<file path="config.mk">
export PLATFORM = sky130hd
export DESIGN_NAME = calc_core_flat
export DESIGN_NICKNAME = d
export VERILOG_FILES = /design/src/rtl/calc_pkg.sv /design/src/rtl/calc_if.sv /design/src/rtl/bin2bcd_seq.sv /design/src/rtl/calc_core.sv /design/src/flat_wrapper.sv
export SDC_FILE = /design/constraint.sdc
export NUM_CORES = 1
export LEC_CHECK = 0
export ABC_CLOCK_PERIOD_IN_PS = 3450
export CORE_MARGIN = 2
export CORE_UTILIZATION = 45
export DETAILED_ROUTE_END_ITERATION = 16
export PLACE_DENSITY = 0.68
export SYNTH_ARGS = -nofsm -noshare
export SYNTH_HDL_FRONTEND = slang
export SYNTH_SLANG_ARGS = --single-unit
</file>
<file path="constraint.sdc">
create_clock -name clk -period 3.45 [get_ports clk]
set_input_delay 0.69 -clock clk [delete_from_list [all_inputs] [get_ports clk]]
set_output_delay 0.69 -clock clk [all_outputs]
set_load 0.1 [all_outputs]
</file>
<file path="src/rtl/calc_pkg.sv">
// calc_pkg: shared definitions for the calculator core.
//   - DEF_W / DEF_DIGITS : default operand width and BCD display digits
//   - op_e               : operation select encodings
//   - state_e            : control FSM states
package calc_pkg;

    localparam int DEF_W      = 8;
    localparam int DEF_DIGITS = 4;

    typedef enum logic [1:0] {
        OP_ADD     = 2'b00,  // A + B
        OP_SUB     = 2'b01,  // A - B
        OP_NEG_ADD = 2'b10,  // (-A) + B
        OP_MUL     = 2'b11   // unsigned A * B
    } op_e;

    typedef enum logic [1:0] {
        ST_IDLE,
        ST_COMPUTE,
        ST_CONVERT,
        ST_DONE
    } state_e;

endpackage

</file>
<file path="src/rtl/calc_if.sv">
// calc_if: user-facing signal bundle of the calculator.
//   sw[W-1:0]                 operand data source
//   btn_a, btn_b, btn_go      raw asynchronous buttons
//   op                        operation select, sampled on go
//   result_bcd[4*DIGITS-1:0]  magnitude of last result, digit 0 in [3:0]
//   sign, ovf, busy, done     status flags
// Modports: master drives the inputs (board / bench), slave is the core.
interface calc_if import calc_pkg::*; #(
    parameter int W      = DEF_W,
    parameter int DIGITS = DEF_DIGITS
);

    logic [W-1:0]          sw;
    logic                  btn_a;
    logic                  btn_b;
    logic                  btn_go;
    op_e                   op;
    logic [4*DIGITS-1:0]   result_bcd;
    logic                  sign;
    logic                  ovf;
    logic                  busy;
    logic                  done;

    modport master (
        output sw, btn_a, btn_b, btn_go, op,
        input  result_bcd, sign, ovf, busy, done
    );

    modport slave (
        input  sw, btn_a, btn_b, btn_go, op,
        output result_bcd, sign, ovf, busy, done
    );

endinterface

</file>
<file path="src/rtl/bin2bcd_seq.sv">
// bin2bcd_seq: sequential double-dabble converter, one input bit per cycle.
//   clk, rst   clock, synchronous active-high reset
//   start      loads bin and begins an N-cycle conversion
//   bin[N-1:0] unsigned binary input, sampled on start
//   busy       conversion in progress (N cycles after start)
//   done       high in the final conversion cycle
//   bcd        BCD value after the current step; final when done=1
//   ovf        value does not fit in DIGITS digits; final when done=1
// bcd/ovf/done are combinational views of the last step so the caller can
// capture the finished value on the same edge that completes it.
module bin2bcd_seq #(
    parameter int N      = 16,
    parameter int DIGITS = 4
) (
    input  logic                clk,
    input  logic                rst,
    input  logic                start,
    input  logic [N-1:0]        bin,
    output logic                busy,
    output logic                done,
    output logic [4*DIGITS-1:0] bcd,
    output logic                ovf
);

    localparam int BW    = 4 * DIGITS;
    localparam int CNT_W = $clog2(N + 1);

    logic [N-1:0]     bin_q;
    logic [BW-1:0]    bcd_q;
    logic [BW-1:0]    bcd_adj;
    logic [BW-1:0]    bcd_shift;
    logic             out_bit;
    logic             ovf_q;
    logic             busy_q;
    logic [CNT_W-1:0] cnt;

    // Add-3 correction on every digit that would reach >= 10 after shifting.
    // NOTE: every variable written in always_comb gets a default first, so no
    // path leaves it unassigned and no latch is inferred.
    always_comb begin
        bcd_adj = bcd_q;
        for (int d = 0; d < DIGITS; d++) begin
            if (bcd_q[4*d +: 4] >= 4'd5) begin
                bcd_adj[4*d +: 4] = bcd_q[4*d +: 4] + 4'd3;
            end
        end
    end

    // A 1 shifted out of the top digit means the value has reached 10^DIGITS;
    // it is remembered sticky for the rest of the conversion.
    assign bcd_shift = {bcd_adj[BW-2:0], bin_q[N-1]};
    assign out_bit   = bcd_adj[BW-1];

    // NOTE: sequential state uses non-blocking assignments only, so every
    // register samples pre-edge values regardless of statement order.
    // NOTE: the shift/BCD datapath registers are reset along with control, so
    // after rst every register holds a defined value, not leftovers of an
    // aborted conversion.
    always_ff @(posedge clk) begin
        if (rst) begin
            bin_q  <= '0;
            bcd_q  <= '0;
            ovf_q  <= 1'b0;
            busy_q <= 1'b0;
            cnt    <= '0;
        end else if (start) begin
            bin_q  <= bin;
            bcd_q  <= '0;
            ovf_q  <= 1'b0;
            busy_q <= 1'b1;
            cnt    <= CNT_W'(N);
        end else if (busy_q) begin
            bin_q <= bin_q << 1;
            bcd_q <= bcd_shift;
            ovf_q <= ovf_q | out_bit;
            cnt   <= cnt - CNT_W'(1);
            if (cnt == CNT_W'(1)) begin
                busy_q <= 1'b0;
            end
        end
    end

    assign busy = busy_q;
    assign done = busy_q && (cnt == CNT_W'(1));
    assign bcd  = bcd_shift;
    assign ovf  = ovf_q | out_bit;

endmodule

</file>
<file path="src/rtl/calc_core.sv">
// calc_core: button-driven signed add/sub/negate and unsigned multiply with
// BCD magnitude display.
//   clk  clock, all state updates on the rising edge
//   rst  synchronous active-high reset
//   bus  calc_if.slave: sw, btn_a, btn_b, btn_go, op in;
//        result_bcd, sign, ovf, busy, done out
// Flow: IDLE --go--> COMPUTE (1 cycle, or W for multiply) --> CONVERT (2W
// cycles, double-dabble) --> DONE (1 cycle, done=1) --> IDLE.
module calc_core import calc_pkg::*; #(
    parameter int W      = DEF_W,
    parameter int DIGITS = DEF_DIGITS
) (
    input  logic  clk,
    input  logic  rst,
    calc_if.slave bus
);

    localparam int                 CW    = $clog2(W);
    localparam logic [CW-1:0]      LAST  = CW'(W - 1);
    localparam logic [4*DIGITS-1:0] NINES = {DIGITS{4'h9}};

    // ---------------- button synchronisers / edge detectors ----------------
    // Bit order: 0 = btn_a, 1 = btn_b, 2 = btn_go.
    logic [2:0] btn_raw, sync1, sync2, prev, pulse;
    logic [1:0] fill;

    assign btn_raw = {bus.btn_go, bus.btn_b, bus.btn_a};

    // prev resets to 1 and is held there until the synchroniser has refilled
    // with real button samples, so a button held through reset cannot look
    // like a fresh 0->1 edge when rst drops.
    always_ff @(posedge clk) begin
        if (rst) begin
            sync1 <= '0;
            sync2 <= '0;
            prev  <= '1;
            fill  <= '0;
        end else begin
            sync1 <= btn_raw;
            sync2 <= sync1;
            fill  <= {fill[0], 1'b1};
            if (fill[1]) begin
                prev <= sync2;
            end
        end
    end

    assign pulse = sync2 & ~prev;

    logic load_a, load_b, go;
    assign load_a = pulse[0];
    assign load_b = pulse[1];
    assign go     = pulse[2];

    // ---------------- control FSM ----------------
    state_e         state, state_nxt;
    logic           busy_int;
    logic           compute_last;
    logic           conv_start;
    logic           conv_busy, conv_done, conv_ovf;
    logic [4*DIGITS-1:0] conv_bcd;
    op_e            op_q;
    logic [CW-1:0]  cyc;

    assign busy_int     = (state == ST_COMPUTE) || (state == ST_CONVERT);
    assign compute_last = (op_q != OP_MUL) || (cyc == LAST);

    always_ff @(posedge clk) begin
        if (rst) begin
            state <= ST_IDLE;
        end else begin
            state <= state_nxt;
        end
    end

    always_comb begin
        state_nxt  = state;
        conv_start = 1'b0;
        case (state)
            ST_IDLE: begin
                if (go) state_nxt = ST_COMPUTE;
            end
            ST_COMPUTE: begin
                if (compute_last) begin
                    state_nxt  = ST_CONVERT;
                    conv_start = 1'b1;
                end
            end
            ST_CONVERT: begin
                // Converter finished: capture. Converter idle without a done
                // means it lost its job; fall back rather than hang.
                if (conv_done)       state_nxt = ST_DONE;
                else if (!conv_busy) state_nxt = ST_IDLE;
            end
            ST_DONE:  state_nxt = ST_IDLE;
            default:  state_nxt = ST_IDLE;
        endcase
    end

    // ---------------- datapath ----------------
    logic [W-1:0]   a_q, b_q;       // user-loaded operands
    logic [W-1:0]   a_op, b_op;     // operands frozen at go
    logic [2*W-1:0] mcand, prod, prod_nxt;
    logic [W-1:0]   mplier;
    logic [W:0]     ext_a, ext_b, sum, abs_sum;
    logic [2*W-1:0] mag;
    logic           res_neg, sign_pend;
    logic [4*DIGITS-1:0] result_q;
    logic           sign_q, ovf_q;

    // W+1 bits hold every add/sub/negate result, including -(-2^(W-1)).
    assign ext_a = {a_op[W-1], a_op};
    assign ext_b = {b_op[W-1], b_op};

    always_comb begin
        sum = '0;
        case (op_q)
            OP_ADD:     sum = ext_a + ext_b;
            OP_SUB:     sum = ext_a - ext_b;
            OP_NEG_ADD: sum = ext_b - ext_a;
            default:    sum = '0;
        endcase
    end

    // Unsigned negate of W+1 bits yields 2^W correctly for the -2^W case.
    assign abs_sum  = sum[W] ? ((W+1)'(0) - sum) : sum;
    assign prod_nxt = prod + (mplier[0] ? mcand : '0);
    assign res_neg  = (op_q != OP_MUL) && sum[W];

    // The converter is started in the last COMPUTE cycle, so the multiply
    // feeds it the product including this cycle's partial term.
    assign mag = (op_q == OP_MUL) ? prod_nxt : {{(W-1){1'b0}}, abs_sum};

    always_ff @(posedge clk) begin
        if (rst) begin
            a_q       <= '0;
            b_q       <= '0;
            a_op      <= '0;
            b_op      <= '0;
            op_q      <= OP_ADD;
            cyc       <= '0;
            mcand     <= '0;
            mplier    <= '0;
            prod      <= '0;
            sign_pend <= 1'b0;
            result_q  <= '0;
            sign_q    <= 1'b0;
            ovf_q     <= 1'b0;
        end else begin
            if (!busy_int) begin
                if (load_a) a_q <= bus.sw;
                if (load_b) b_q <= bus.sw;
            end

            if (state == ST_IDLE && go) begin
                a_op   <= a_q;
                b_op   <= b_q;
                op_q   <= bus.op;
                cyc    <= '0;
                prod   <= '0;
                mcand  <= {{W{1'b0}}, a_q};
                mplier <= b_q;
            end else if (state == ST_COMPUTE) begin
                cyc    <= cyc + CW'(1);
                prod   <= prod_nxt;
                mcand  <= mcand << 1;
                mplier <= mplier >> 1;
            end

            if (conv_start) begin
                sign_pend <= res_neg;
            end

            if (state == ST_CONVERT && conv_done) begin
                result_q <= conv_ovf ? NINES : conv_bcd;
                ovf_q    <= conv_ovf;
                sign_q   <= sign_pend;
            end
        end
    end

    bin2bcd_seq #(
        .N      (2 * W),
        .DIGITS (DIGITS)
    ) u_conv (
        .clk   (clk),
        .rst   (rst),
        .start (conv_start),
        .bin   (mag),
        .busy  (conv_busy),
        .done  (conv_done),
        .bcd   (conv_bcd),
        .ovf   (conv_ovf)
    );

    assign bus.result_bcd = result_q;
    assign bus.sign       = sign_q;
    assign bus.ovf        = ovf_q;
    assign bus.busy       = busy_int;
    assign bus.done       = (state == ST_DONE);

endmodule

</file>
<file path="src/flat_wrapper.sv">
// flat-port wrapper written by rule: the top's interface ports become plain ports
module calc_core_flat import calc_pkg::*;
#(
    parameter int W      = DEF_W,
    parameter int DIGITS = DEF_DIGITS
)
  (clk, rst, bus_sw, bus_btn_a, bus_btn_b, bus_btn_go, bus_op, bus_result_bcd, bus_sign, bus_ovf, bus_busy, bus_done);
  calc_if #(.W(W), .DIGITS(DIGITS)) bus_i ();
  input  logic clk;
  input  logic rst;
  input wire logic [$bits(bus_i.sw)-1:0] bus_sw;
  input wire logic [$bits(bus_i.btn_a)-1:0] bus_btn_a;
  input wire logic [$bits(bus_i.btn_b)-1:0] bus_btn_b;
  input wire logic [$bits(bus_i.btn_go)-1:0] bus_btn_go;
  input wire logic [$bits(bus_i.op)-1:0] bus_op;
  output wire logic [$bits(bus_i.result_bcd)-1:0] bus_result_bcd;
  output wire logic [$bits(bus_i.sign)-1:0] bus_sign;
  output wire logic [$bits(bus_i.ovf)-1:0] bus_ovf;
  output wire logic [$bits(bus_i.busy)-1:0] bus_busy;
  output wire logic [$bits(bus_i.done)-1:0] bus_done;
  assign bus_i.sw = bus_sw;
  assign bus_i.btn_a = bus_btn_a;
  assign bus_i.btn_b = bus_btn_b;
  assign bus_i.btn_go = bus_btn_go;
  assign bus_i.op = bus_op;
  assign bus_result_bcd = bus_i.result_bcd;
  assign bus_sign = bus_i.sign;
  assign bus_ovf = bus_i.ovf;
  assign bus_busy = bus_i.busy;
  assign bus_done = bus_i.done;
  calc_core #(.W(W), .DIGITS(DIGITS)) u_core (.clk(clk), .rst(rst), .bus(bus_i));
endmodule
</file>
==> flow_metrics.env <==
export IMPL_status="finished clean"
export IMPL_clock_path_buffers=2
export IMPL_ys_types=63
export IMPL_power_density_nw_per_um2=536.3
export IMPL_drv_cap=0
export IMPL_ys_async_sr_fraction=0
export IMPL_grt_pass1_vias=5868
export IMPL_overflow=0
export IMPL_grt_pass1_wl_um=28990
export IMPL_drc=0
export IMPL_syn_to_final_growth_pct=14.72
export IMPL_grt_util_all_layers=0.1976
export IMPL_min_period_over_period=0.9117
export IMPL_skew_ps=9.686
export IMPL_startpoint_type="flip-flop"
export IMPL_ff2ff_path_depth=12
export IMPL_fin_crit_ps=3145
export IMPL_synth_seq_cells=148
export IMPL_final_cell_mix="147 x dfxtp_1, 99 x nand2_1, 97 x nor2_1"
export IMPL_path_common_cell="ha_1"
export IMPL_cpPeakStageDelay_ps=450
export IMPL_antenna_found_initial=0
export IMPL_hold_worst_slack_ps=436.2
export IMPL_yosysWarningCount=0
export IMPL_grt_start_max_net_pins=64
export IMPL_dp_hpwl_um=12470
export IMPL_cts_tree="done"
export IMPL_holdPathStages=1
export IMPL_die_height_um=136.0
export IMPL_tns_ps=0
export IMPL_ios=35
export IMPL_numPortBuffers=34
export IMPL_n_antenna_cell=0
export IMPL_clock_latency_ps=430
export IMPL_holdCritPathClass="reg2reg"
export IMPL_cts_hold_buf=0
export IMPL_cts_root_buf="clkbuf_16"
export IMPL_antenna_left=0
export IMPL_cp_end_kind="flip-flop"
export IMPL_die_area_sq_um=18510
export IMPL_synth_area_sq_um=7846
export IMPL_numClockSinks=148
export IMPL_vias=6265
export IMPL_core_sq_um=17180
export IMPL_wl_per_cell_um=14.88
export IMPL_path_class="reg2reg"
export IMPL_htree_levels=4
export IMPL_synth_seq_area_share=0.3776
export IMPL_cts_buffers=17
export IMPL_nets=1009
export IMPL_synth_ff_type="dfxtp_1"
export IMPL_cts_resized=0
export IMPL_cp_cell_sequence="inv_1 -> ha_1 -> mux2i_1 -> ha_1 -> nor2b_1 -> o31a_1 -> a2111oi_0 -> a31oi_1 -> and3_1 -> a41oi_1 -> xnor2_1 -> o22ai_1"
export IMPL_leakage_uw=0.003346
export IMPL_postCtsSetupBuffers=0
export IMPL_synthCells=916
export IMPL_critical_path_slowest_cell="dfxtp_1"
export IMPL_rsz0062_at_grt="no"
export IMPL_final_common_cell="dfxtp_1"
export IMPL_cp_max_fo=6
export IMPL_gp_congestion=0.8976
export IMPL_die_w_um=136.0
export IMPL_cp_arrival_ps=3430
export IMPL_drtPass1Iterations=5
export IMPL_hold_viol_final=0
export IMPL_drive_gt1_frac=0.07958
export IMPL_syn_nets=983
export IMPL_num_rows=48
export IMPL_setup_viol=0
export IMPL_worstMarginPinSlew_ps=994.7
export IMPL_drt_iter0_markers=378
export IMPL_start_util=0.4568
export IMPL_syn_avg_cell_area_sq_um=8.566
export IMPL_slew_headroom=0.3348
export IMPL_totalWireLength_um=17560
export IMPL_synth_edff_count=0
export IMPL_max_freq_ghz=0.3179
export IMPL_avgViaCountPerCell=5.309
export IMPL_peakVddDrop_v=0.0005100
export IMPL_clk_pin_slew_ps=70
export IMPL_cp_data_required_time_ps=3740
export IMPL_slew_violations=0
==> synth_stat cells, types with 2 or more instances <==
cell,number,area (sq um)
a211oi_1,15,112.6
a21o_1,5,37.54
a21oi_1,88,440.4
a221oi_1,2,17.52
a22oi_1,2,15.01
a311o_1,2,20.02
a31oi_1,15,93.84
a41oi_1,2,17.52
and2_1,17,106.4
and3_1,2,12.51
buf_1,6,22.52
buf_6,2,22.52
clkbuf_1,32,120.1
dfxtp_1,148,2963
fa_1,3,60.06
ha_1,49,613.1
inv_1,38,142.6
mux2_2,15,168.9
mux2i_1,65,650.6
nand2_1,99,371.6
nand2b_1,12,75.07
nand3_1,25,125.1
nand3b_1,2,15.01
nand4_1,2,12.51
nor2_1,97,364.1
nor2b_1,18,112.6
nor3_1,9,45.04
nor3b_1,10,75.07
nor4_1,2,12.51
o211ai_1,3,22.52
o21a_1,2,15.01
o21ai_0,20,100.1
o21ai_1,17,85.08
o22ai_1,13,81.33
o31ai_1,3,22.52
or2_1,3,18.77
or3_1,2,12.51
xnor2_1,29,254.0
xor2_1,16,140.1
==> layout make-up <==
type / instances / area, sq um
Clock buffer: 17 / 425.4
Sequential cell: 148 / 2964
Timing Repair Buffer: 48 / 435.4
Fill cell: 1624 / 8175
Tap cell: 225 / 281.5
Multi-Input combinational cell: 688 / 4576
Inverter: 39 / 146.4
Clock inverter: 15 / 172.7
==> sequential cells by signal, summed over array words and instances, names as in the netlist, 5 cells and up <==
signal	count
u_core.u_conv.cnt	5
u_core.a_op	8
u_core.mcand	16
u_core.u_conv.bcd_q	16
u_core.b_q	8
u_core.a_q	8
u_core.u_conv.bin_q	16
u_core.prod	16
u_core.b_op	8
u_core.mplier	8
u_core.bus.result_bcd	16
==> worst max-delay path, delay by kind of cell (launching register included) <==
family | cells | cell delay, ps
AO/OA/AOI/OAI | 5 | 1110
adder cells (fa/ha/maj) | 2 | 570
flip-flops | 1 | 450
AND/OR/NAND/NOR | 2 | 340
multiplexers | 1 | 270
XOR/XNOR | 1 | 140
buffers and inverters | 1 | 110
==> through the flow <==
| stage | cells | utilization | setup slack (ps) | power [uW] | instance area [sq um] |
|---|---|---|---|---|---|
| finish | 1180 | 0.5240 | 304.8 | 4827 | 9001 |
| global route | 1180 | 0.5240 | 13.93 | 5067 | 9001 |
| CTS | 1180 | 0.5237 | 272.3 | 4869 | 8995 |
| detailed placement | 1148 | 0.4889 | 303.4 | 2989 | 8397 |
| global placement | 1148 | 0.4889 | 375.9 | 2976 | 8397 |
| floorplan | 916 | - | 586.5 | 2744 | 7846 |
==> power by group <==
group          total (uW)  switching, uW  internal, uW
Combinational         986            587           399
Sequential           1970            145          1830
Clock                1870            785          1080
Total                4830           1520          3310
==> path summary, 6_finish.rpt <==
| check | end | slack, ps | start |
|---|---|---|---|
| setup / recovery | u_core.u_conv.bin_q[7] | 300 | u_core.a_op[1] |
| hold / removal | u_core.fill[1] | 440 | u_core.fill[0] |
| hold reg to reg | u_core.fill[1] | 440 | u_core.fill[0] |
| setup reg to reg | u_core.u_conv.bin_q[7] | 300 | u_core.a_op[1] |
==> routing by layer <==
layer | share of wire | track usage
met1 | 0.49 | 0.2615
met2 | 0.46 | 0.3180
met3 | 0.030 | 0.04474
met4 | 0.020 | 0.06597
met5 | 0 | 0
==> kinds of logic (layout without fill, tap and decap cells) <==
kind of cell / count (synthesis) / after routing / share of synthesized area
muxes: 81 / 81 / 0.1059
buffers and inverters: 80 / 119 / 0.04034
and+or+nand+nor: 306 / 306 / 0.1834
AOI/OAI and AO/OA: 204 / 204 / 0.1568
DFF: 148 / 148 / 0.3776
adders and majority gates: 52 / 52 / 0.08579
xor gates and xnor gates: 45 / 45 / 0.05023
No activity file was read; power rests on OpenSTA's default activity.
